$ cat config.mk
export PLATFORM = sky130hd
export DESIGN_NAME = max11643_scan_scheduler
export DESIGN_NICKNAME = d
export VERILOG_FILES = /design/src/rtl/max11643_pkg.sv /design/src/rtl/max11643_result_bank.sv /design/src/rtl/max11643_scan_scheduler.sv
export SDC_FILE = /design/constraint.sdc
export NUM_CORES = 1
export LEC_CHECK = 0
export BUFFER_PORTS_ARGS = -buffer_cell sky130_fd_sc_hd__buf_4
export CORE_AREA = 2 2 112 114
export CTS_CLUSTER_SIZE = 16
export DETAILED_ROUTE_END_ITERATION = 8
export DIE_AREA = 0 0 114 116
export MAX_ROUTING_LAYER = met4
export PLACE_DENSITY = 0.84
export SLEW_MARGIN = 20
export SYNTH_ARGS = -nofsm -noshare
export SYNTH_HDL_FRONTEND = slang
export SYNTH_SLANG_ARGS = --single-unit
$ cat constraint.sdc
create_clock -name ref_clk -period 6.5 [get_ports ref_clk]
set_input_delay 0.975 -clock ref_clk [delete_from_list [all_inputs] [get_ports ref_clk]]
set_output_delay 0.975 -clock ref_clk [all_outputs]
set_load 0.01 [all_outputs]
$ cat src/rtl/max11643_pkg.sv
// Shared constants, FSM state encodings and helpers for the MAX11643 scan scheduler.
package max11643_pkg;

    localparam int unsigned NUM_CH_DEFAULT  = 9;
    localparam int unsigned TIMEOUT_DEFAULT = 4096;
    localparam int unsigned PERIOD_W_DEFAULT = 16;

    localparam int unsigned StateW = 3;

    localparam logic [StateW-1:0] StIdle  = 3'd0;
    localparam logic [StateW-1:0] StArm   = 3'd1;
    localparam logic [StateW-1:0] StScan  = 3'd2;
    localparam logic [StateW-1:0] StDrain = 3'd3;
    localparam logic [StateW-1:0] StWait  = 3'd4;

    // Index of the lowest set bit; 0 when no bit is set (callers gate on |v).
    function automatic logic [3:0] lowest_set(input logic [15:0] v);
        logic [3:0] idx;
        idx = '0;
        for (int i = 15; i >= 0; i--) begin
            if (v[i]) begin
                idx = 4'(i);
            end
        end
        return idx;
    endfunction

endpackage

$ cat src/rtl/max11643_result_bank.sv
// Per-channel 8-bit sample registers with a registered read port and captured flags.
module max11643_result_bank
    import max11643_pkg::*;
#(
    parameter int unsigned NUM_CH = NUM_CH_DEFAULT
) (
    input  logic              clk_i,
    input  logic              reset_ni,
    input  logic              clr_valid_i,
    input  logic              wr_en_i,
    input  logic [3:0]        wr_ch_i,
    input  logic [7:0]        wr_data_i,
    input  logic              rd_en_i,
    input  logic [3:0]        rd_ch_i,
    output logic [7:0]        rd_data_o,
    output logic              rd_valid_o,
    output logic [NUM_CH-1:0] ch_valid_o
);

    logic [7:0]        bank_q [NUM_CH];
    logic [7:0]        bank_d [NUM_CH];
    logic [NUM_CH-1:0] ch_valid_q, ch_valid_d;
    logic [7:0]        rd_data_q, rd_data_d;
    logic              rd_valid_q, rd_valid_d;

    logic wr_hit;
    logic rd_hit;

    assign wr_hit = wr_en_i && (32'(wr_ch_i) < NUM_CH);
    assign rd_hit = 32'(rd_ch_i) < NUM_CH;

    always_comb begin
        bank_d     = bank_q;
        ch_valid_d = ch_valid_q;
        rd_data_d  = rd_data_q;
        rd_valid_d = rd_en_i;
        if (clr_valid_i) begin
            ch_valid_d = '0;
        end
        if (wr_hit) begin
            bank_d[wr_ch_i]     = wr_data_i;
            ch_valid_d[wr_ch_i] = 1'b1;
        end
        // Reads see the pre-write contents, so a same-cycle capture returns old data.
        if (rd_en_i) begin
            rd_data_d = rd_hit ? bank_q[rd_ch_i] : 8'h00;
        end
    end

    always_ff @(posedge clk_i) begin
        if (!reset_ni) begin
            for (int i = 0; i < int'(NUM_CH); i++) begin
                bank_q[i] <= '0;
            end
            ch_valid_q <= '0;
            rd_data_q  <= '0;
            rd_valid_q <= 1'b0;
        end else begin
            bank_q     <= bank_d;
            ch_valid_q <= ch_valid_d;
            rd_data_q  <= rd_data_d;
            rd_valid_q <= rd_valid_d;
        end
    end

    assign rd_data_o  = rd_data_q;
    assign rd_valid_o = rd_valid_q;
    assign ch_valid_o = ch_valid_q;

endmodule

$ cat src/rtl/max11643_scan_scheduler.sv
// Scan FSM, conversion watchdog and period timer for the MAX11643 interface.
// Optional per-channel threshold alarms when MAX11643_SCAN_ALARM_EN is defined.
module max11643_scan_scheduler
    import max11643_pkg::*;
#(
    parameter int unsigned NUM_CH         = NUM_CH_DEFAULT,
    parameter int unsigned TIMEOUT_CYCLES = TIMEOUT_DEFAULT,
    parameter int unsigned PERIOD_W       = PERIOD_W_DEFAULT
) (
    input  logic                ref_clk,
    input  logic                reset_n,
    input  logic                start,
    input  logic                stop,
    input  logic                continuous,
    input  logic [NUM_CH-1:0]   ch_mask,
    input  logic [PERIOD_W-1:0] scan_period,
    output logic                adc_en,
    input  logic [NUM_CH-1:0]   adc_rdy,
    input  logic [7:0]          adc_data,
    output logic                busy,
    output logic                scan_done,
    output logic                timeout_err,
    input  logic                err_clr,
    input  logic                rd_en,
    input  logic [3:0]          rd_ch,
    output logic [7:0]          rd_data,
    output logic                rd_valid,
    output logic [NUM_CH-1:0]   ch_valid
`ifdef MAX11643_SCAN_ALARM_EN
    ,
    input  logic [7:0]          alarm_thresh,
    input  logic                alarm_clr,
    output logic [NUM_CH-1:0]   alarm
`endif
);

    localparam int unsigned WdW = (TIMEOUT_CYCLES > 2) ? $clog2(TIMEOUT_CYCLES) : 1;
    localparam logic [WdW-1:0] WdLast = WdW'(TIMEOUT_CYCLES - 1);

    logic [StateW-1:0]   state_q, state_d;
    logic                adc_en_q, adc_en_d;
    logic                scan_done_q, scan_done_d;
    logic                timeout_err_q, timeout_err_d;
    logic [NUM_CH-1:0]   mask_q, mask_d;
    logic [NUM_CH-1:0]   pending_q, pending_d;
    logic [WdW-1:0]      wdog_q, wdog_d;
    logic [PERIOD_W-1:0] per_cnt_q, per_cnt_d;
    logic                abort_q, abort_d;

    logic                strobe;
    logic [3:0]          cap_idx;
    logic [NUM_CH-1:0]   cap_onehot;
    logic [NUM_CH-1:0]   pending_left;
    logic [PERIOD_W-1:0] period_m1;
    logic                wr_en;
    logic                clr_valid;
    logic                timeout_set;

    assign strobe       = |adc_rdy;
    assign cap_idx      = lowest_set(16'(adc_rdy));
    assign cap_onehot   = NUM_CH'(1) << cap_idx;
    assign pending_left = pending_q & ~cap_onehot;
    assign period_m1    = (scan_period == '0) ? '0 : scan_period - PERIOD_W'(1);

    always_comb begin
        state_d     = state_q;
        adc_en_d    = adc_en_q;
        scan_done_d = 1'b0;
        mask_d      = mask_q;
        pending_d   = pending_q;
        wdog_d      = wdog_q;
        per_cnt_d   = per_cnt_q;
        abort_d     = abort_q;
        wr_en       = 1'b0;
        clr_valid   = 1'b0;
        timeout_set = 1'b0;

        unique case (state_q)
            StIdle: begin
                // stop wins over a same-cycle start.
                if (start && !stop && (ch_mask != '0)) begin
                    state_d   = StArm;
                    adc_en_d  = 1'b1;
                    mask_d    = ch_mask;
                    pending_d = ch_mask;
                    wdog_d    = '0;
                    abort_d   = 1'b0;
                    clr_valid = 1'b1;
                end
            end
            StArm, StScan: begin
                if (stop) begin
                    state_d  = StDrain;
                    adc_en_d = 1'b0;
                    abort_d  = 1'b1;
                    wdog_d   = '0;
                end else if (strobe) begin
                    wr_en     = 1'b1;
                    wdog_d    = '0;
                    pending_d = pending_left;
                    if (pending_left == '0) begin
                        state_d     = StDrain;
                        adc_en_d    = 1'b0;
                        scan_done_d = 1'b1;
                        per_cnt_d   = period_m1;
                    end else begin
                        state_d = StScan;
                    end
                end else if (wdog_q == WdLast) begin
                    timeout_set = 1'b1;
                end else begin
                    wdog_d  = wdog_q + WdW'(1);
                    state_d = StScan;
                end
            end
            StDrain: begin
                // The period runs from scan_done, so it keeps counting while draining.
                if (per_cnt_q != '0) begin
                    per_cnt_d = per_cnt_q - PERIOD_W'(1);
                end
                if (stop) begin
                    abort_d = 1'b1;
                end
                if (strobe) begin
                    wdog_d  = '0;
                    state_d = (continuous && !abort_q && !stop) ? StWait : StIdle;
                end else if (wdog_q == WdLast) begin
                    timeout_set = 1'b1;
                end else begin
                    wdog_d = wdog_q + WdW'(1);
                end
            end
            StWait: begin
                if (stop) begin
                    state_d = StIdle;
                end else if (per_cnt_q == '0) begin
                    state_d   = StArm;
                    adc_en_d  = 1'b1;
                    pending_d = mask_q;
                    wdog_d    = '0;
                end else begin
                    per_cnt_d = per_cnt_q - PERIOD_W'(1);
                end
            end
            default: begin
                state_d  = StIdle;
                adc_en_d = 1'b0;
            end
        endcase

        if (timeout_set) begin
            state_d  = StIdle;
            adc_en_d = 1'b0;
            wdog_d   = '0;
        end

        timeout_err_d = timeout_set | (timeout_err_q & ~err_clr);
    end

    always_ff @(posedge ref_clk) begin
        if (!reset_n) begin
            state_q       <= StIdle;
            adc_en_q      <= 1'b0;
            scan_done_q   <= 1'b0;
            timeout_err_q <= 1'b0;
            mask_q        <= '0;
            pending_q     <= '0;
            wdog_q        <= '0;
            per_cnt_q     <= '0;
            abort_q       <= 1'b0;
        end else begin
            state_q       <= state_d;
            adc_en_q      <= adc_en_d;
            scan_done_q   <= scan_done_d;
            timeout_err_q <= timeout_err_d;
            mask_q        <= mask_d;
            pending_q     <= pending_d;
            wdog_q        <= wdog_d;
            per_cnt_q     <= per_cnt_d;
            abort_q       <= abort_d;
        end
    end

    assign adc_en      = adc_en_q;
    assign busy        = (state_q != StIdle);
    assign scan_done   = scan_done_q;
    assign timeout_err = timeout_err_q;

    max11643_result_bank #(
        .NUM_CH (NUM_CH)
    ) u_bank (
        .clk_i       (ref_clk),
        .reset_ni    (reset_n),
        .clr_valid_i (clr_valid),
        .wr_en_i     (wr_en),
        .wr_ch_i     (cap_idx),
        .wr_data_i   (adc_data),
        .rd_en_i     (rd_en),
        .rd_ch_i     (rd_ch),
        .rd_data_o   (rd_data),
        .rd_valid_o  (rd_valid),
        .ch_valid_o  (ch_valid)
    );

`ifdef MAX11643_SCAN_ALARM_EN
    logic [NUM_CH-1:0] alarm_q, alarm_d;

    always_comb begin
        alarm_d = alarm_clr ? '0 : alarm_q;
        if (wr_en && (adc_data > alarm_thresh)) begin
            alarm_d = alarm_d | cap_onehot;
        end
    end

    always_ff @(posedge ref_clk) begin
        if (!reset_n) begin
            alarm_q <= '0;
        end else begin
            alarm_q <= alarm_d;
        end
    end

    assign alarm = alarm_q;
`endif

endmodule
# --- Word level (Yosys, flattened, before mapping) ---
# Index checks and enable logic that the tools add are counted.
word_totals:
  output_inout_bits: 22
  reg_bits: 143
  input_bits: 53
classes:
  shift: 1
  n_eq_ne: 19
  n_bitwise: 12
  n_mux: 71
  n_reduce_logical: 32
  order_cmp: 7
  addsub: 3
op_table:
  columns: ["operator", "count"]
  rows:
  - ["two-way mux 16 bit", 7]
  - ["bitwise mux 72 bit", 1]
  - ["two-way mux 12 bit", 6]
  - ["two-way mux 9 bit", 7]
  - ["case mux 12 bit (4 select lines)", 1]
  - ["case mux 16 bit (3 select lines)", 1]
  - ["two-way mux 4 bit", 9]
  - ["binary-select mux 8 bit (select 4 bit)", 1]
  - ["demux 8 bit (select 4 bit)", 1]
  - ["logical NOT 16 bit", 2]
  - ["two-way mux 8 bit", 4]
  - ["subtractor 16 x 1 -> 16 bit (second input constant)", 2]
  - ["case mux 9 bit (3 select lines)", 1]
  - ["two-way mux 3 bit", 8]
  - ["two-way mux 1 bit", 19]
  - ["inequality test 2 bit (second input constant)", 9]
  - ["nonzero test 16 bit", 1]
  - ["adder 12 x 1 -> 12 bit (second input constant)", 1]
  - ["equality test 12 bit (second input constant)", 1]
  - ["case mux 3 bit (4 select lines)", 1]
  - ["AND reduction 6 bit", 2]
  - [">= comparator 5 bit (second input constant)", 2]
  - ["NOT 4 -> 5 bit", 2]
  - ["bitwise AND 9 bit", 1]
  - ["35 further kinds", 55]

# --- Depth between registers and ports, before layout ---
# Gate-level depths: netlist (run 1).
logic_depth:
  depth_word: 17
  depth_mapped: 10
  ltp_nobuf: 9

# --- Modules after synthesis ---
# From an unflattened synthesis (run 1), not the netlist that was laid out.
hier_totals:
  cells_unflattened: 847
  hier_area_um2: 7470.9
by_module_without_submodules:
  columns: ["module", "seq_area_each_um2", "instances", "area_per_inst_um2", "cells_per_inst"]
  rows:
  - ["max11643_result_bank", 1801.7, 1, 4013.8, 388]
  - ["max11643_scan_scheduler", 1061.0, 1, 3457.1, 459]

# --- Worst setup path after synthesis (run 1) ---
# No wires, ideal clock.
synth_path:
  path_kind: "input to register"
  startpoint: "input adc_rdy[2]"
  endpoint: "register per_cnt_q[13]"
  arrival_time_ps: 3143
  setup_ps: 131
  cell_stages: 10
  setup_slack_ps: 3226
  path_buffers: 3
  cell_sequence: "buf_6 or4_1 buf_2 or4_1 o32a_1 nor3_2 o211ai_1 buf_2 o211ai_1 o31ai_1"
synth_between:
  elab_chain_cells: 9
  word_cells_on_any_way: 11
  classes_between: "eq/ne: 2; shift: 1; mux: 3; bitwise: 2; reduce/logical: 3"
synth_rtl:
  columns: ["element", "line_no", "source"]
  rows:
  - ["start, declared", "max11643_scan_scheduler.sv:18", "input logic [NUM_CH-1:0] adc_rdy,"]
  - ["two-way mux 4 bit (3 in a row)", "max11643_pkg.sv:21", "if (v[i]) begin"]
  - ["left shift 1 x 4 -> 9 bit", "max11643_scan_scheduler.sv:61", "assign cap_onehot = NUM_CH'(1) << cap_idx;"]
  - ["NOT 9 bit", "max11643_scan_scheduler.sv:62", "assign pending_left = pending_q & ~cap_onehot;"]
  - ["bitwise AND 9 bit", "max11643_scan_scheduler.sv:62", null]
  - ["logical NOT 9 bit", "max11643_scan_scheduler.sv:101", "if (pending_left == '0) begin"]
  - ["inequality test 2 bit (no line)", null, null]
  - ["AND reduction 7 bit (no line) *", null, null]
  - ["end signal, assigned", "max11643_scan_scheduler.sv:179", "per_cnt_q <= per_cnt_d;"]
  - ["end, declared", "max11643_scan_scheduler.sv:47", "logic [PERIOD_W-1:0] per_cnt_q, per_cnt_d;"]
# Mark *: on every way between the ends. The rest lies on a longest branch, timed or not.
# A chain may end at the register's enable or synchronous reset.

# --- Final worst setup path (run 1) ---
layout_path:
  startpoint: "register per_cnt_q[0]"
  endpoint: "register pending_q[7]"
layout_between:
  elab_chain_cells: 3
layout_rtl:
  columns: ["element", "line_no", "source"]
  rows:
  - ["logical NOT 16 bit", "max11643_scan_scheduler.sv:136", "end else if (per_cnt_q == '0) begin"]
  - ["inequality test 2 bit (no line)", null, null]
  - ["AND reduction 6 bit (no line)", null, null]
  - ["end signal, assigned", "max11643_scan_scheduler.sv:177", "pending_q <= pending_d;"]
  - ["end, declared", "max11643_scan_scheduler.sv:45", "logic [NUM_CH-1:0] pending_q, pending_d;"]
# Every way passes these cells.

==> run_results.csv, run 1 <==
group,metric,value,unit
run_status,status,"complete, no violations",
final_layout,final_cell_mix,"nor2_1, dfxtp_1, mux2i_1, buf_4, a21oi_1",
timing,rsz0062_at_grt,"no",
cts,ctsRootBufferMaster,"clkbuf_16",
hold_path,hp-class,"reg -> reg",
timing,worst_pin_slew,1.183,ns
floorplanning,die_x,114,um
final_layout,fillers,908,
timing,timing.final.ws_setup,3.260,ns
grt,track_usage,27.95,%
timing,tns,0,ns
routing,firstDrtPassIters,5,
cts,ctsHtreeMaxLevel,4,
placed_design,gp_congestion,0.9194,
final_layout,diodes,0,
timing,timing.final.crit_share,49.85,%
cts,holdBufCountCts,0,
logic_synthesis,synth_nets,880,
flow_run,drv_cap,0,
logic_synthesis,synth_warnings,0,
timing,clock_skew,0.008334,ns
cts,cts_made_buffers,17,
logic_synthesis,syn_area,7104,um2
placed_design,dpl.cell_count,993,
timing,slew_headroom,20.82,%
logic_synthesis,synth_seq_area_share,40.30,%
worst_setup_path,crit_type,"reg -> reg",
placed_design,port_buffers,74,
worst_setup_path,required,6.79,ns
logic_synthesis,syn_inst,824,
grt,grt_pass1_wl,28.74,mm
logic_synthesis,synthArstFlopShare,0,%
routing,finalWirelength,17.34,mm
routing,vias,6291,
cts,worstSkewPairLatency,0.42,ns
cts,cts_tree,"done",
logic_synthesis,post_synth_num_cell_types,58,
pwr,power_density,363.1,nW/um2
pwr,power.leakage,3.210,nW
placed_design,place_ws,2.961,ns
cts,post_cts_buffers,0,
timing,timing.hold.ws,0.4642,ns
logic_synthesis,synth_edf_count,0,
worst_setup_path,reg2reg_setup_slack,3.26,ns
hold_path,whs_endpoint,"u_bank.ch_valid_o[6]",
worst_setup_path,critPathLaunchType,"flip-flop",
final_layout,layout_commonest_cell,"nor2_1",
routing,drt_iter0_markers,492,
timing,period_needed,3.240,ns
routing,drcViolationCount,0,
final_layout,nNetsFinal,921,
logic_synthesis,syn_avg_cell_area,8.622,um2
final_layout,regArea,2863,um2
worst_setup_path,path_max_fanout,9,
final_layout,multi_input_area,3954,um2
logic_synthesis,ys_ff_latch,143,
timing,setup_viol,0,
routing,vias_per_cell,6.138,
logic_synthesis,ys.flop_type,"dfxtp_1",
placed_design,dp_hpwl,11.43,mm
logic_synthesis,ys_top_cells_by_area,"dfxtp_1, mux2i_1, nor2_1",
worst_setup_path,reg2regPathDepth,9,
routing,post_drt_wl_per_cell,16.91,um
worst_setup_path,critPathCaptureType,"flip-flop",
grt,grt_max_degree,80,
floorplanning,core,11910,um2
routing,ant_nets,0,
timing,final_max_slew_viol_count,0,
final_layout,finalNonFillerCells,1025,
floorplanning,row_count,40,
worst_setup_path,reg2reg_to,"pending_q[7]",
worst_setup_path,r2r_start,"per_cnt_q[0]",
cts,clk_pin_slew,0.06,ns
cts,clkSinkCount,143,
timing,hold_violations,0,
logic_synthesis,synth_top_area_cell,"dfxtp_1",
timing,fmax,308.6,MHz
cts,post_cts_resized,0,
final_layout,drive_gt1_share,15.83,%
worst_setup_path,crit_arrival,3.53,ns
grt,grt_pass1_vias,5942,
floorplanning,start_util,59.64,%
hold_path,hold_path_depth,2,
floorplanning,die-area,13220,um2
grt,grt-ovfl-total,0,
floorplanning,die_h,116,um
final_layout,area.growth.synth_to_final,16.27,%
grt,antenna_found_initial,0,
floorplanning,ios,75,
hold_path,hp-start,"u_bank.ch_valid_o[6]",
logic_synthesis,synth_top_area_share,40.30,%
cts,clockBufferDepth,2,
pwr,peakVddDrop,219.6,uV
## critical path, stage by stage (launching register included)
cell and delay, ns:
dfxtp_1 0.33, inv_1 0.08, ha_1 0.21, or3b_2 0.50
nor4_1 0.22, nand4_1 0.28, o32ai_1 1.02, o21ai_0 0.21
a21oi_1 0.20, nor2_1 0.05
## metrics by stage
step           total power [mW]  area (um2)  utilization [%]
2_1_floorplan             1.788        7104                -
3_3_place_gp              2.011        7675            64.43
3_5_place_dp              2.022        7675            64.43
4_1_cts                   2.988        8260            69.35
5_1_grt                   3.156        8260            69.35
6_report                  2.999        8260            69.35
## routing by layer
layer | up-vias | routed length, um | GRT usage [%]
li1 | 3041 | - | -
met2 | 267 | 8258 | 44.25
met1 | 2961 | 7678 | 36.61
met3 | 22 | 1136 | 5.073
met5 | - | 0 | -
met4 | 0 | 265 | 8.943
## cell families (layout without fill, tap and decap cells)
logic type | Yosys count | after routing | share of synthesized area, %
AOI/OAI and AO/OA | 178 | 178 | 15.99
xor gates and xnor gates | 16 | 16 | 1.972
adders and majority gates | 3 | 3 | 0.5284
buffers and inverters | 76 | 130 | 4.209
DFF | 143 | 143 | 40.30
muxes | 101 | 101 | 17.05
and+or+nand+nor | 307 | 307 | 19.95
## where the power goes
| part | total [mW] | switching, mW | internal (mW) |
|---|---|---|---|
| Sequential | 1.07 | 0.0944 | 0.973 |
| Combinational | 0.966 | 0.578 | 0.387 |
| Clock | 0.966 | 0.395 | 0.571 |
## state kept, by name, summed over array words and instances (netlist names)
name	cells
u_bank.ch_valid_o	9
scan_done	1
timeout_err	1
per_cnt_q	16
pending_q	9
u_bank.rd_valid_o	1
state_q	3
mask_q	9
abort_q	1
wdog_q	12
u_bank.bank_q	72
u_bank.rd_data_o	8
adc_en	1
## synth_stat cells (8+ instances only)
cell type	number
mux2i_1	85
o21ai_0	28
mux4_2	16
clkbuf_1	43
o211ai_1	10
nand3_1	11
or4_1	8
nor4_1	12
o21ai_1	8
nor2_1	163
inv_1	16
nand2b_1	11
a22oi_1	12
o22ai_1	11
xnor2_1	10
buf_1	10
nor3_1	17
a21oi_1	57
dfxtp_1	143
nand2_1	40
## worst max path at each step
stage | start | end | slack [ns] | cells past startpoint
2_1_floorplan | adc_rdy[2] | per_cnt_q[13] | 3.23 | 10
5_1_grt | state_q[1] | u_bank.bank_q[39] | 2.98 | 7
3_5_place_dp | adc_rdy[3] | per_cnt_q[13] | 2.96 | 9
4_1_cts | per_cnt_q[0] | pending_q[7] | 3.32 | 9
6_report | per_cnt_q[0] | pending_q[7] | 3.26 | 9
3_3_place_gp | stop | u_bank.bank_q[36] | 2.98 | 7
## final cells by class
class | instances | share of cell area, %
clock buffer | 18 | 5.195
timing repair buffer | 81 | 7.361
sequential | 143 | 34.66
multi-input combinational | 605 | 47.86
tap | 147 | 2.227
inverter | 17 | 0.8028
clock inverter | 14 | 1.893
Note: power is estimated with default switching activity, not from simulation.
==> run 2: changes to the inputs <==
Settings changed: CORE_AREA 2 2 112 114 to 2 2 113 115, DIE_AREA 0 0 114 116 to 0 0 115 117, PLACE_DENSITY 0.84 to 0.83.
Clock period 6.5 ns to 3.32 ns, I/O delays scaled along.
==> run_results.csv, run 2 (same netlist as run 1, synthesis figures left out) <==
group,metric,value,unit
pwr,total_power,6.029,mW
pwr,peakVddDrop,474.6,uV
final_layout,final_area,8391,um2
timing,slew_headroom,21.55,%
timing,hold_violations,0,
final_layout,final_cell_mix,"nor2_1, dfxtp_1, buf_4, mux2i_1, a21oi_1",
routing,firstDrtPassIters,6,
worst_setup_path,crit_arrival,3.16,ns
final_layout,diodes,0,
timing,clock_skew,0.009911,ns
cts,ctsRootBufferMaster,"clkbuf_16",
final_layout,area.growth.synth_to_final,18.10,%
cts,clk_pin_slew,0.06,ns
grt,antenna_found_initial,0,
worst_setup_path,critPathSlowestCell,"or3b_2",
timing,setup_viol,0,
grt,grt-ovfl-total,0,
timing,fmax,349.3,MHz
pwr,power.leakage,3.293,nW
floorplanning,row_count,41,
routing,drcViolationCount,0,
timing,final_max_slew_viol_count,0,
final_layout,layout_commonest_cell,"nor2_1",
final_layout,nNetsFinal,932,
cts,cts_made_buffers,17,
grt,track_usage,28.29,%
worst_setup_path,crit_type,"reg -> reg",
floorplanning,die-area,13460,um2
worst_setup_path,crit_family,"simple AND/OR/NAND/NOR gates",
routing,ant_nets,0,
worst_setup_path,critPathMaxStageDelay,0.51,ns
cts,ctsHtreeMaxLevel,4,
hold_path,hp-class,"in -> reg",
hold_path,whs_endpoint,"mask_q[4]",
routing,post_drt_wl_per_cell,17.31,um
cts,clockBufferDepth,2,
timing,tns,0,ns
final_layout,finalNonFillerCells,1039,
final_layout,largest_register_ffs,72,
grt,grt_max_degree,133,
placed_design,dpl.cell_count,1007,
routing,vias,6362,
timing,timing.final.crit_share,86.23,%
final_layout,drive_gt1_share,16.99,%
grt,grt_pass1_vias,5922,
cts,post_cts_buffers,0,
worst_setup_path,reg2reg_setup_slack,0.46,ns
flow_run,drv_cap,0,
placed_design,dp_hpwl,11.45,mm
final_layout,fillers,940,
routing,drt_iter0_markers,551,
floorplanning,core,12310,um2
cts,post_cts_resized,0,
timing,worst_pin_slew,1.170,ns
final_layout,top_regs,"u_bank.bank_q x72, per_cnt_q x16, wdog_q x12",
floorplanning,die_x,115,um
worst_setup_path,critPathCaptureType,"flip-flop",
worst_setup_path,reg2reg_to,"per_cnt_q[6]",
placed_design,gp_congestion,0.8941,
worst_setup_path,cp_num_buf_inv,2,
floorplanning,start_util,57.70,%
worst_setup_path,path_max_fanout,30,
routing,vias_per_cell,6.123,
timing,period_needed,2.863,ns
placed_design,port_buffers,74,
cts,holdBufCountCts,0,
hold_path,hp-start,"ch_mask[4]",
run_status,status,"complete, no violations",
grt,grt_pass1_wl,29.30,mm
worst_setup_path,required,3.62,ns
placed_design,place_area,7786,um2
cts,cts_tree,"done",
worst_setup_path,critPathLaunchType,"flip-flop",
worst_setup_path,reg2regPathDepth,10,
final_layout,max_flop_register,"u_bank.bank_q",
worst_setup_path,crit_chain,"inv_1 > ha_1 > or3b_2 > nor4_1 > nand4_1 > a221o_1 > o211ai_1 > buf_12 > mux2i_1 > nor2_1",
cts,clkSinkCount,143,
timing,rsz0062_at_grt,"no",
pwr,power_density,718.5,nW/um2
floorplanning,ios,75,
floorplanning,die_h,117,um
hold_path,hold_path_depth,3,
cts,worstSkewPairLatency,0.43,ns
routing,finalWirelength,17.98,mm
worst_setup_path,r2r_start,"per_cnt_q[0]",
run 2: cell type report:
type	instances	area [um2]	share of cell area (%)
Tap cell	150	187.7	2.237
Timing Repair Buffer	92	715.7	8.530
Multi-Input combinational cell	605	3954	47.12
Inverter	17	66.31	0.7903
Sequential cell	143	2863	34.12
Clock inverter	13	151.4	1.804
Clock buffer	19	452.9	5.398
run 2: stage by stage:
stage	setup slack, ns	hold WS (ns)	util, %
after floorplan	0.5235	0.4407	-
after global placement	0.4697	0.4646	63.24
after detailed placement	0.4464	0.4768	63.24
after CTS	0.4832	0.3229	68.15
after global routing	0.1808	0.3559	68.15
final	0.4571	0.3323	68.15
run 2: worst register-to-register path, delay by kind of cell, from the launching register on:
kind,cells,cell delay (ns)
DFF,1,0.35
and+or+nand+nor,4,1.10
AOI/OAI and AO/OA,2,0.56
muxes,1,0.21
adders and majority gates,1,0.21
buffers and inverters,2,0.31
run 2: per-layer routing:
metal  GRT usage, %  wire [um]  vias up
met5              -          0        -
met4          11.08        383        0
met3          5.561       1336       34
met2          42.75       8249      288
met1          37.68       8014     2983
li1               -          -     3057
run 2: worst max path at each step:
stage	startpoint	to	slack, ns	cells past startpoint
6_report	per_cnt_q[0]	per_cnt_q[6]	0.46	10
5_1_grt	per_cnt_q[0]	per_cnt_q[4]	0.18	10
4_1_cts	per_cnt_q[0]	per_cnt_q[6]	0.48	10
3_5_place_dp	adc_rdy[3]	per_cnt_q[13]	0.45	9
3_3_place_gp	adc_rdy[3]	per_cnt_q[13]	0.47	9
2_1_floorplan	adc_rdy[2]	per_cnt_q[13]	0.52	10
run 2: power by group:
group / total, mW / switching (mW) / internal [mW]
Clock: 1.95 / 0.785 / 1.16
Combinational: 1.99 / 1.18 / 0.812
Sequential: 2.10 / 0.191 / 1.91
